--- src/rtl/pla_seq_eval.sv ---
// pla_seq_eval -- runtime-programmable sum-of-products evaluator.
//
// A cube table of N_CUBES entries (care mask, literal polarity, output mask,
// valid bit) is scanned one cube per clock for every accepted input vector;
// the result is the OR of the output masks of all matching cubes.
//
// Ports:
//   clk, rst_n      clock (rising edge), asynchronous active-low reset
//   cfg_we          write cube cfg_addr with cfg_care/cfg_val/cfg_out (IDLE only)
//   cfg_addr        cube index; indices >= N_CUBES are ignored
//   cfg_care        literal mask (1 = input appears in the cube)
//   cfg_val         literal polarity for cared inputs (1 = positive)
//   cfg_out         outputs driven by the cube
//   cfg_clr         invalidate every cube (IDLE only, wins over cfg_we)
//   busy            high whenever the evaluator is not idle
//   in_valid/in_ready/x    input vector handshake
//   out_valid/out_ready/f  result handshake; f is meaningful only with out_valid
module pla_seq_eval #(
    parameter int N_IN    = 8,
    parameter int N_OUT   = 7,
    parameter int N_CUBES = 16,
    parameter int AW      = $clog2(N_CUBES)
) (
    input  logic              clk,
    input  logic              rst_n,
    input  logic              cfg_we,
    input  logic [AW-1:0]     cfg_addr,
    input  logic [N_IN-1:0]   cfg_care,
    input  logic [N_IN-1:0]   cfg_val,
    input  logic [N_OUT-1:0]  cfg_out,
    input  logic              cfg_clr,
    output logic              busy,
    input  logic              in_valid,
    output logic              in_ready,
    input  logic [N_IN-1:0]   x,
    output logic              out_valid,
    input  logic              out_ready,
    output logic [N_OUT-1:0]  f
);

    typedef enum logic [1:0] {IDLE, SCAN, DONE} state_t;

    state_t             state;
    state_t             state_nxt;
    logic [AW-1:0]      idx;
    logic [N_IN-1:0]    xr;
    logic [N_OUT-1:0]   acc;
    logic [N_CUBES-1:0] valid;

    logic [N_IN-1:0]    care_tab [N_CUBES];
    logic [N_IN-1:0]    val_tab  [N_CUBES];
    logic [N_OUT-1:0]   out_tab  [N_CUBES];

    logic               cfg_ok;
    logic               last;
    logic               hit;
    logic [N_OUT-1:0]   hit_out;

    // Config only lands while idle; writes in other states are dropped.
    always_comb begin
        cfg_ok  = (state == IDLE);
        last    = (idx == AW'(N_CUBES - 1));
        hit     = valid[idx] && (((xr ^ val_tab[idx]) & care_tab[idx]) == '0);
        hit_out = hit ? out_tab[idx] : '0;
    end

    // Table contents need no reset: the valid bits alone gate their use.
    // The address decode loop naturally drops out-of-range indices.
    always_ff @(posedge clk) begin
        if (cfg_ok && cfg_we && !cfg_clr) begin
            for (int unsigned i = 0; i < N_CUBES; i++) begin
                if (cfg_addr == AW'(i)) begin
                    care_tab[i] <= cfg_care;
                    val_tab[i]  <= cfg_val;
                    out_tab[i]  <= cfg_out;
                end
            end
        end
    end

    always_ff @(posedge clk or negedge rst_n) begin
        if (!rst_n) begin
            valid <= '0;
        end else if (cfg_ok) begin
            if (cfg_clr) begin
                valid <= '0;
            end else if (cfg_we) begin
                for (int unsigned i = 0; i < N_CUBES; i++) begin
                    if (cfg_addr == AW'(i)) begin
                        valid[i] <= 1'b1;
                    end
                end
            end
        end
    end

    // State register
    always_ff @(posedge clk or negedge rst_n) begin
        if (!rst_n) begin
            state <= IDLE;
        end else begin
            state <= state_nxt;
        end
    end

    // Next-state logic
    always_comb begin
        state_nxt = state;
        case (state)
            IDLE:    if (in_valid) state_nxt = SCAN;
            SCAN:    if (last)     state_nxt = DONE;
            DONE:    if (out_ready) state_nxt = IDLE;
            default: state_nxt = IDLE;
        endcase
    end

    // Output logic
    always_comb begin
        in_ready  = (state == IDLE);
        busy      = (state != IDLE);
        out_valid = (state == DONE);
    end

    // Datapath: latch on accept, accumulate one cube per SCAN cycle; the
    // final cube's contribution is folded straight into f on the last edge.
    always_ff @(posedge clk or negedge rst_n) begin
        if (!rst_n) begin
            idx <= '0;
            acc <= '0;
            xr  <= '0;
            f   <= '0;
        end else begin
            case (state)
                IDLE: begin
                    if (in_valid) begin
                        xr  <= x;
                        idx <= '0;
                        acc <= '0;
                    end
                end
                SCAN: begin
                    acc <= acc | hit_out;
                    if (last) begin
                        idx <= '0;
                        f   <= acc | hit_out;
                    end else begin
                        idx <= idx + AW'(1);
                    end
                end
                default: ;
            endcase
        end
    end

endmodule

--- config.mk ---
export PLATFORM = sky130hd
export DESIGN_NAME = pla_seq_eval
export DESIGN_NICKNAME = d
export VERILOG_FILES = /design/src/rtl/pla_seq_eval.sv
export SDC_FILE = /design/constraint.sdc
export NUM_CORES = 1
export LEC_CHECK = 0
export ABC_AREA = 1
export CAP_MARGIN = 20
export CORE_AREA = 8 8 249 251
export CTS_BUF_LIST = sky130_fd_sc_hd__clkbuf_2
export CTS_CLUSTER_SIZE = 10
export DETAILED_ROUTE_END_ITERATION = 16
export DIE_AREA = 0 0 257 259
export PLACE_DENSITY = 0.54
export SLEW_MARGIN = 20
export SYNTH_ARGS = -nofsm -noshare
export SYNTH_HDL_FRONTEND = slang
export SYNTH_SLANG_ARGS = --single-unit
--- constraint.sdc ---
create_clock -name clk -period 3.85 [get_ports clk]
set_clock_uncertainty 0.2 [all_clocks]
set_input_delay 0.385 -clock clk [delete_from_list [all_inputs] [get_ports clk]]
set_output_delay 0.385 -clock clk [all_outputs]
set_load 0.005 [all_outputs]
==> implementation parameters, run 1 <==
Parameter                              Value

Clock tree
  Root buffer cell ... sky130_fd_sc_hd__clkbuf_2
  Later-pin clock latency in the skew report ... 1030 ps
  Total clock buffers created by CTS ... 101
  H-tree level count ... 3
  Number of buffers on the longest clock path ... 3
  Number of sinks on the clock net ... 412
  Post-cts repair resize count ... 0
  Clock slew at reported path FFs ... 120 ps
  Clock tree from TritonCTS ... done

Status
  Status ... finished clean

Floorplanning
  Die width ... 257 um
  Effective utilization at floorplan ... 29.6%
  Core Rows ... 89
  Die outline height ... 259 um
  Core Footprint ... 58,200 um2
  Number of I/O pins ... 51
  Die Footprint ... 66,600 um2

Worst setup path
  Critical-path cell list ... buf_12 -> buf_4 -> a21oi_1 -> a221oi_1 -> o21ai_0 -> nand2_1 -> nand4_1 -> nand2_1 -> nand2_1 -> nand2_1
  Delay-heaviest family, CP ... buffers and inverters
  CP Max Fanout ... 164
  Sort of element at the end of the critical path ... flop
  Buffers plus inverters on the worst setup path ... 2
  CP peak stage delay ... 600 ps
  Arrival time of the worst setup path ... 3830 ps
  Cell with the most instances on the worst path ... sky130_fd_sc_hd__nand2_1
  Setup CP Type ... reg -> reg
  Critical Path Source Type ... flop
  Required time reported for the critical path endpoint ... 4560 ps
  Slowest library cell on the worst path ... sky130_fd_sc_hd__buf_4

Detailed routing
  Drt initial violations ... 807
  Pre-antenna DRT Iters ... 8
  Average detailed-routed wire length per instance ... 18.3 um
  Vias per cell ... 4.70
  Number of routed nets with antenna violations ... 0
  Total DRC errors in the routed layout ... 0
  Vias after detailed routing ... 11,762
  Post-detailed-routing wire length ... 45.8 mm

Placement
  DP Area ... 18,700 um2
  GPL Wtd Cong ... 0.762
  Quantity of I/O buffers inserted on ports ... 50
  # placed instances ... 2,292
  HPWL after detailed placement ... 25.1 mm

Logic synthesis
  Area contributors post-synth ... sky130_fd_sc_hd__edfxtp_1 64%, sky130_fd_sc_hd__nand2_1 9.6%, sky130_fd_sc_hd__dfrtp_1 6.4%
  Cell area after synthesis ... 17,300 um2
  Synthesized netlist cell count ... 1,516
  Unique masters post-synth ... 37
  Sequential fraction of the synthesis area ... 70.4%
  Ys async rst share ... 10.7%
  Avg Synthesized Cell Area ... 11.4 um2
  Post-synthesis register bit count ... 412
  Post-Synthesis Net Count ... 1,558
  Number of enable-type register cells in the synthesized netlist ... 368
  Top-area cell type share of the netlist area ... 64.0%
  Synth area leader ... sky130_fd_sc_hd__edfxtp_1
  Synth Warn # ... 0
  Primary FF master, synth ... sky130_fd_sc_hd__edfxtp_1

Timing
  Number of slew-limit violations in the final report ... 0
  Unrepaired setup endpoints after global routing ... no
  Final hold vios ... 0
  Max Freq ... 321 MHz
  Setup tns final ... 0 ps
  Share of the cycle needed by the critical path after routing ... 80.9%
  Post-layout minimum cycle time ... 3110 ps
  Slew at the pin with the worst max-slew slack ... 929 ps
  Total setup violations reported at the end of the flow ... 0
  Slew margin rel. ... 37.9%

Global routing
  Combined global-route utilization of all metal layers ... 13.5%
  Grt ovf ... 0
  Largest net degree at the start of global routing ... 165
  Antenna violations before repair ... 3
  First-pass GRT wire length ... 69.9 mm
  Via count of the first global-routing pass ... 11,658

Power
  Design Power ... 12,800 uW
  Maximum vdd drop ... 0.550 mV
  Static leakage power ... 0.00761 uW
  Power density relative to cell area ... 638 nW/um2

Cells and area
  Filler cells ... 5,762
  Post-layout net count ... 1,688
  Post-layout instance area ... 20,000 um2
  Commonest non-fill, non-tap cells in the layout ... 440 x sky130_fd_sc_hd__nand2_1, 368 x sky130_fd_sc_hd__edfxtp_1, 200 x sky130_fd_sc_hd__nand3_1
  Leading cell type in the layout, fill and taps excluded ... sky130_fd_sc_hd__nand2_1
  Filler-free cell count of the finished design ... 2,505
  Area growth from synthesis to layout ... 15.8%
  Fraction of layout cells with a size suffix above 1 ... 14.2%

Flow run
  Count of maximum capacitance violations ... 0

Worst hold path
  Type of the tightest min-delay check ... in -> reg
==> stage by stage <==
step           utilization, %  hold WS (ps)  setup slack, ps
6_report                 34.3           143              735
3_3_place_gp             32.2           267              908
5_1_grt                  34.3          64.2              578
3_5_place_dp             32.2           279              872
2_1_floorplan               -          -111              929
4_1_cts                  34.3          8.86              820
==> where the power goes <==
group,internal [uW],switching [uW]
registers,5030,92.4
logic,1440,3170
clock network,1270,1750
total,7750,5010
==> cells by family (layout without fill, tap and decap cells) <==
group                      after synthesis  after routing  share of synthesized area [%]
AOI/OAI and AO/OA                      165            165                           5.90
adders and majority gates                1              1                         0.0725
buffers and inverters                  191            405                           5.46
DFF                                    412            412                           70.4
other                                    0              2                              0
and+or+nand+nor                        747            747                           18.2
==> registers in the layout (all words and copies together), names as in the netlist <==
signal,flops
state,2
out_tab,112
val_tab,128
f,7
acc,7
valid,16
care_tab,128
idx,4
xr,8
==> path summary, 6_finish.rpt <==
check | startpoint | endpoint | slack [ps] | cells after the start
max | idx[0] | f[3] | 740 | 10
min | cfg_val[0] | val_tab[8][0] | 140 | 1
max reg2reg | idx[0] | f[3] | 740 | 10
min reg2reg | f[0] | f[0] | 290 | 2
max in group asynchronous | rst_n | valid[3] | 2920 | 4
min in group asynchronous | rst_n | xr[3] | 240 | 4
==> per-layer routing <==
layer,share of wire [%],vias to the layer above,GRT usage (%),wire length [um]
met2,48,340,21.9,22000
met4,2.1,2,5.23,975
li1,-,5594,-,-
met5,0.028,-,0,13
met1,45,5749,18.0,20500
met3,5.1,77,2.40,2350
==> cells in the mapped netlist (2+ instances only) <==
cell type / instances
sky130_fd_sc_hd__nand2_1: 440
sky130_fd_sc_hd__edfxtp_1: 368
sky130_fd_sc_hd__nand3_1: 200
sky130_fd_sc_hd__inv_1: 102
sky130_fd_sc_hd__nor2_1: 82
sky130_fd_sc_hd__a21oi_1: 49
sky130_fd_sc_hd__dfrtp_1: 44
sky130_fd_sc_hd__o21ai_0: 40
sky130_fd_sc_hd__buf_2: 30
sky130_fd_sc_hd__o21ai_1: 21
sky130_fd_sc_hd__buf_4: 17
sky130_fd_sc_hd__buf_6: 16
sky130_fd_sc_hd__o211ai_1: 15
sky130_fd_sc_hd__clkbuf_1: 13
sky130_fd_sc_hd__a221oi_1: 10
sky130_fd_sc_hd__a32o_1: 8
sky130_fd_sc_hd__a31o_2: 7
sky130_fd_sc_hd__buf_1: 7
sky130_fd_sc_hd__nand4_1: 7
sky130_fd_sc_hd__o221ai_1: 5
sky130_fd_sc_hd__o22ai_1: 5
sky130_fd_sc_hd__or2_2: 5
sky130_fd_sc_hd__nand3_2: 3
sky130_fd_sc_hd__o211ai_2: 3
sky130_fd_sc_hd__or2_1: 3
sky130_fd_sc_hd__clkinv_1: 2
sky130_fd_sc_hd__inv_2: 2
sky130_fd_sc_hd__inv_4: 2
sky130_fd_sc_hd__nor2_4: 2
==> cell type report <==
type                       count  area (um2)  area share, %
antenna                        2        5.00         0.0250
clock buffer                 154         771           3.86
clock inverter                33         223           1.11
inverter                     108         410           2.05
multi-input combinational    913        4290           21.5
sequential                   412       12200           60.8
tap                          773         967           4.84
timing repair buffer         110        1170           5.83
==> timing repair <==
action                                 in CTS  in global routing
endpoints found under the hold margin      98                  0
hold buffers                               24                  0
setup buffers                               0                  0
Power figures use the tool's default switching activity.
==> run 2, diff against run 1 <==
- PLACE_DENSITY: 0.54 -> 0.55
- clock period: 3.85 -> 2.65 ns (I/O delays scaled with it)
==> run 2 against run 1 <==
  * Global-route usage is 0.40 points higher
  * Sequential cell count did not move
  * Sequential power grew 46%
  * Fmax up 20%
  * Non-clock buffer count is 69 higher
  * Clock-buffer cell count is 2 higher
  * Cell count is 2.7% higher
  * Hold slack got worse by 18 ps
  * Power rose by 58%
  * Die area unchanged
==> implementation parameters, run 2 (synthesis results as in run 1) <==
Parameter                              Value

Timing
  Setup tns final ... 0 ps
  Post-layout minimum cycle time ... 2600 ps
  Share of the cycle needed by the critical path after routing ... 98.3%
  Number of slew-limit violations in the final report ... 0
  Final hold vios ... 0
  Slew at the pin with the worst max-slew slack ... 642 ps
  Least setup slack across all paths after layout ... 46.2 ps
  Max Freq ... 384 MHz
  Slew margin rel. ... 57.0%
  Total setup violations reported at the end of the flow ... 0
  Hold Worst Slack ... 125 ps
  Unrepaired setup endpoints after global routing ... yes

Worst setup path
  Path depth of the worst reg2reg path ... 16
  Required time reported for the critical path endpoint ... 3400 ps
  Sort of element at the end of the critical path ... flop
  CP Max Fanout ... 16
  Critical Path Source Type ... flop
  Source of the critical timing path ... idx[0]
  Crit Reg-Reg Startpoint ... idx[0]
  Setup CP Type ... reg -> reg
  Reg-to-reg setup timing slack ... 50 ps
  Arrival time of the worst setup path ... 3350 ps

Clock tree
  Later-pin clock latency in the skew report ... 990 ps
  Clock slew at reported path FFs ... 120 ps
  Root buffer cell ... sky130_fd_sc_hd__clkbuf_2
  Number of buffers on the longest clock path ... 3
  Total clock buffers created by CTS ... 104
  Clock tree from TritonCTS ... done
  H-tree level count ... 3
  Number of sinks on the clock net ... 412

Power
  Share of total power in the clock network ... 21.9%
  Switching Fraction ... 39.3%
  Pint ... 12,200 uW
  Sw Pwr ... 7930 uW
  Combinational cell fraction of total power ... 41.0%
  Sequential fraction of design power ... 37.0%
  Maximum vdd drop ... 0.560 mV
  Static leakage power ... 0.00814 uW
  Power density relative to cell area ... 956 nW/um2

Global routing
  Antenna violations before repair ... 1
  Via count of the first global-routing pass ... 12,078
  First-pass GRT wire length ... 72.2 mm
  Combined global-route utilization of all metal layers ... 13.9%
  Grt ovf ... 0
  Largest net degree at the start of global routing ... 67

Worst hold path
  Beginning of the worst hold path ... cfg_care[7]
  Type of the tightest min-delay check ... in -> reg
  Count of cells along the worst hold path ... 1

Detailed routing
  Drt initial violations ... 885
  Vias per cell ... 4.78
  Number of routed nets with antenna violations ... 0
  Vias after detailed routing ... 12,311
  Average detailed-routed wire length per instance ... 19.4 um
  Post-detailed-routing wire length ... 49.9 mm
  Total DRC errors in the routed layout ... 0
  Pre-antenna DRT Iters ... 5

Cells and area
  Leading registers by flop count ... care_tab: 128 flops, val_tab: 128 flops, out_tab: 112 flops
  Fraction of layout cells with a size suffix above 1 ... 17.4%
  Post-layout net count ... 1,761
  Commonest non-fill, non-tap cells in the layout ... 434 x sky130_fd_sc_hd__nand2_1, 368 x sky130_fd_sc_hd__edfxtp_1, 192 x sky130_fd_sc_hd__nand3_1
  Area growth from synthesis to layout ... 22.2%
  Leading cell type in the layout, fill and taps excluded ... sky130_fd_sc_hd__nand2_1

Placement
  GPL Wtd Cong ... 0.793
  Worst setup slack after placement ... 28.7 ps
  Quantity of I/O buffers inserted on ports ... 50
  HPWL after detailed placement ... 25.8 mm

Status
  Status ... finished clean

Floorplanning
  Number of I/O pins ... 51
  Effective utilization at floorplan ... 29.6%
  Core Footprint ... 58,200 um2
  Core Rows ... 89
  Die Footprint ... 66,600 um2
  Die outline height ... 259 um
  Die width ... 257 um

Flow run
  Count of maximum capacitance violations ... 0
run 2: timing repair:
item                                   CTS  global route
gates cloned                             0            19
setup buffers                            2             9
resized for setup                        4            34
endpoints found under the hold margin  394             0
hold buffers                            48             0
setup endpoints to repair                3            15
pin swaps                                1            20
run 2: area by class of cell:
| class | instances | area (um2) |
|---|---|---|
| diodes | 1 | 2.50 |
| clock buffers | 156 | 781 |
| clock inverters | 30 | 204 |
| fillers | 5726 | 37100 |
| inverters | 108 | 423 |
| multi-input cells | 913 | 4350 |
| flip-flops and latches | 412 | 12200 |
| well taps | 773 | 967 |
| repair buffers | 179 | 2190 |
| repair inverters | 1 | 11.3 |
run 2: worst paths after layout:
kind                             endpoint
setup / recovery                     f[3]
hold / removal             care_tab[9][7]
setup reg to reg                     f[3]
hold reg to reg                      f[4]
max in group asynchronous           xr[5]
min in group asynchronous       valid[15]
run 2: critical path, stage by stage, from the launching register on:
cell	delay, ps
sky130_fd_sc_hd__dfrtp_4	520
sky130_fd_sc_hd__buf_12	160
sky130_fd_sc_hd__buf_16	150
sky130_fd_sc_hd__buf_4	150
sky130_fd_sc_hd__nand2_1	90
sky130_fd_sc_hd__nand3_1	80
sky130_fd_sc_hd__nand3_1	90
sky130_fd_sc_hd__nand3_1	100
sky130_fd_sc_hd__nand2_1	80
sky130_fd_sc_hd__nand2_1	60
sky130_fd_sc_hd__nand3_2	100
sky130_fd_sc_hd__nand2_2	90
sky130_fd_sc_hd__nor2_4	250
sky130_fd_sc_hd__nand4_1	180
sky130_fd_sc_hd__nand2_1	100
sky130_fd_sc_hd__nand2_1	60
sky130_fd_sc_hd__nand2_1	80
run 2: power groups by stage:
stage / registers [uW] / logic [uW] / clock network [uW]
2_1_floorplan: 7550 / 4860 / 0
3_3_place_gp: 7610 / 6860 / 0
3_5_place_dp: 7620 / 6890 / 0
4_1_cts: 7480 / 7000 / 4570
5_1_grt: 7490 / 9050 / 4870
6_report: 7470 / 8270 / 4420
run 2: metal layers:
layer | wire length [um] | up-vias | share of wire (%) | track usage [%]
met5 | 0 | - | 0 | 0
met4 | 1100 | 0 | 2.2 | 5.36
met3 | 2700 | 73 | 5.4 | 2.42
met2 | 24200 | 397 | 48 | 23.2
met1 | 21900 | 6103 | 44 | 18.0
li1 | - | 5738 | - | -
run 2: through the flow:
| stage | utilization (%) | instance area [um2] | std cells | total power, uW |
|---|---|---|---|---|
| 2_1_floorplan | - | 17300 | 1516 | 12400 |
| 6_report | 36.2 | 21100 | 2573 | 20200 |
| 3_5_place_dp | 32.6 | 19000 | 2308 | 14500 |
| 4_1_cts | 35.2 | 20500 | 2544 | 19000 |
| 3_3_place_gp | 32.6 | 19000 | 2308 | 14500 |
| 5_1_grt | 36.2 | 21100 | 2573 | 21400 |
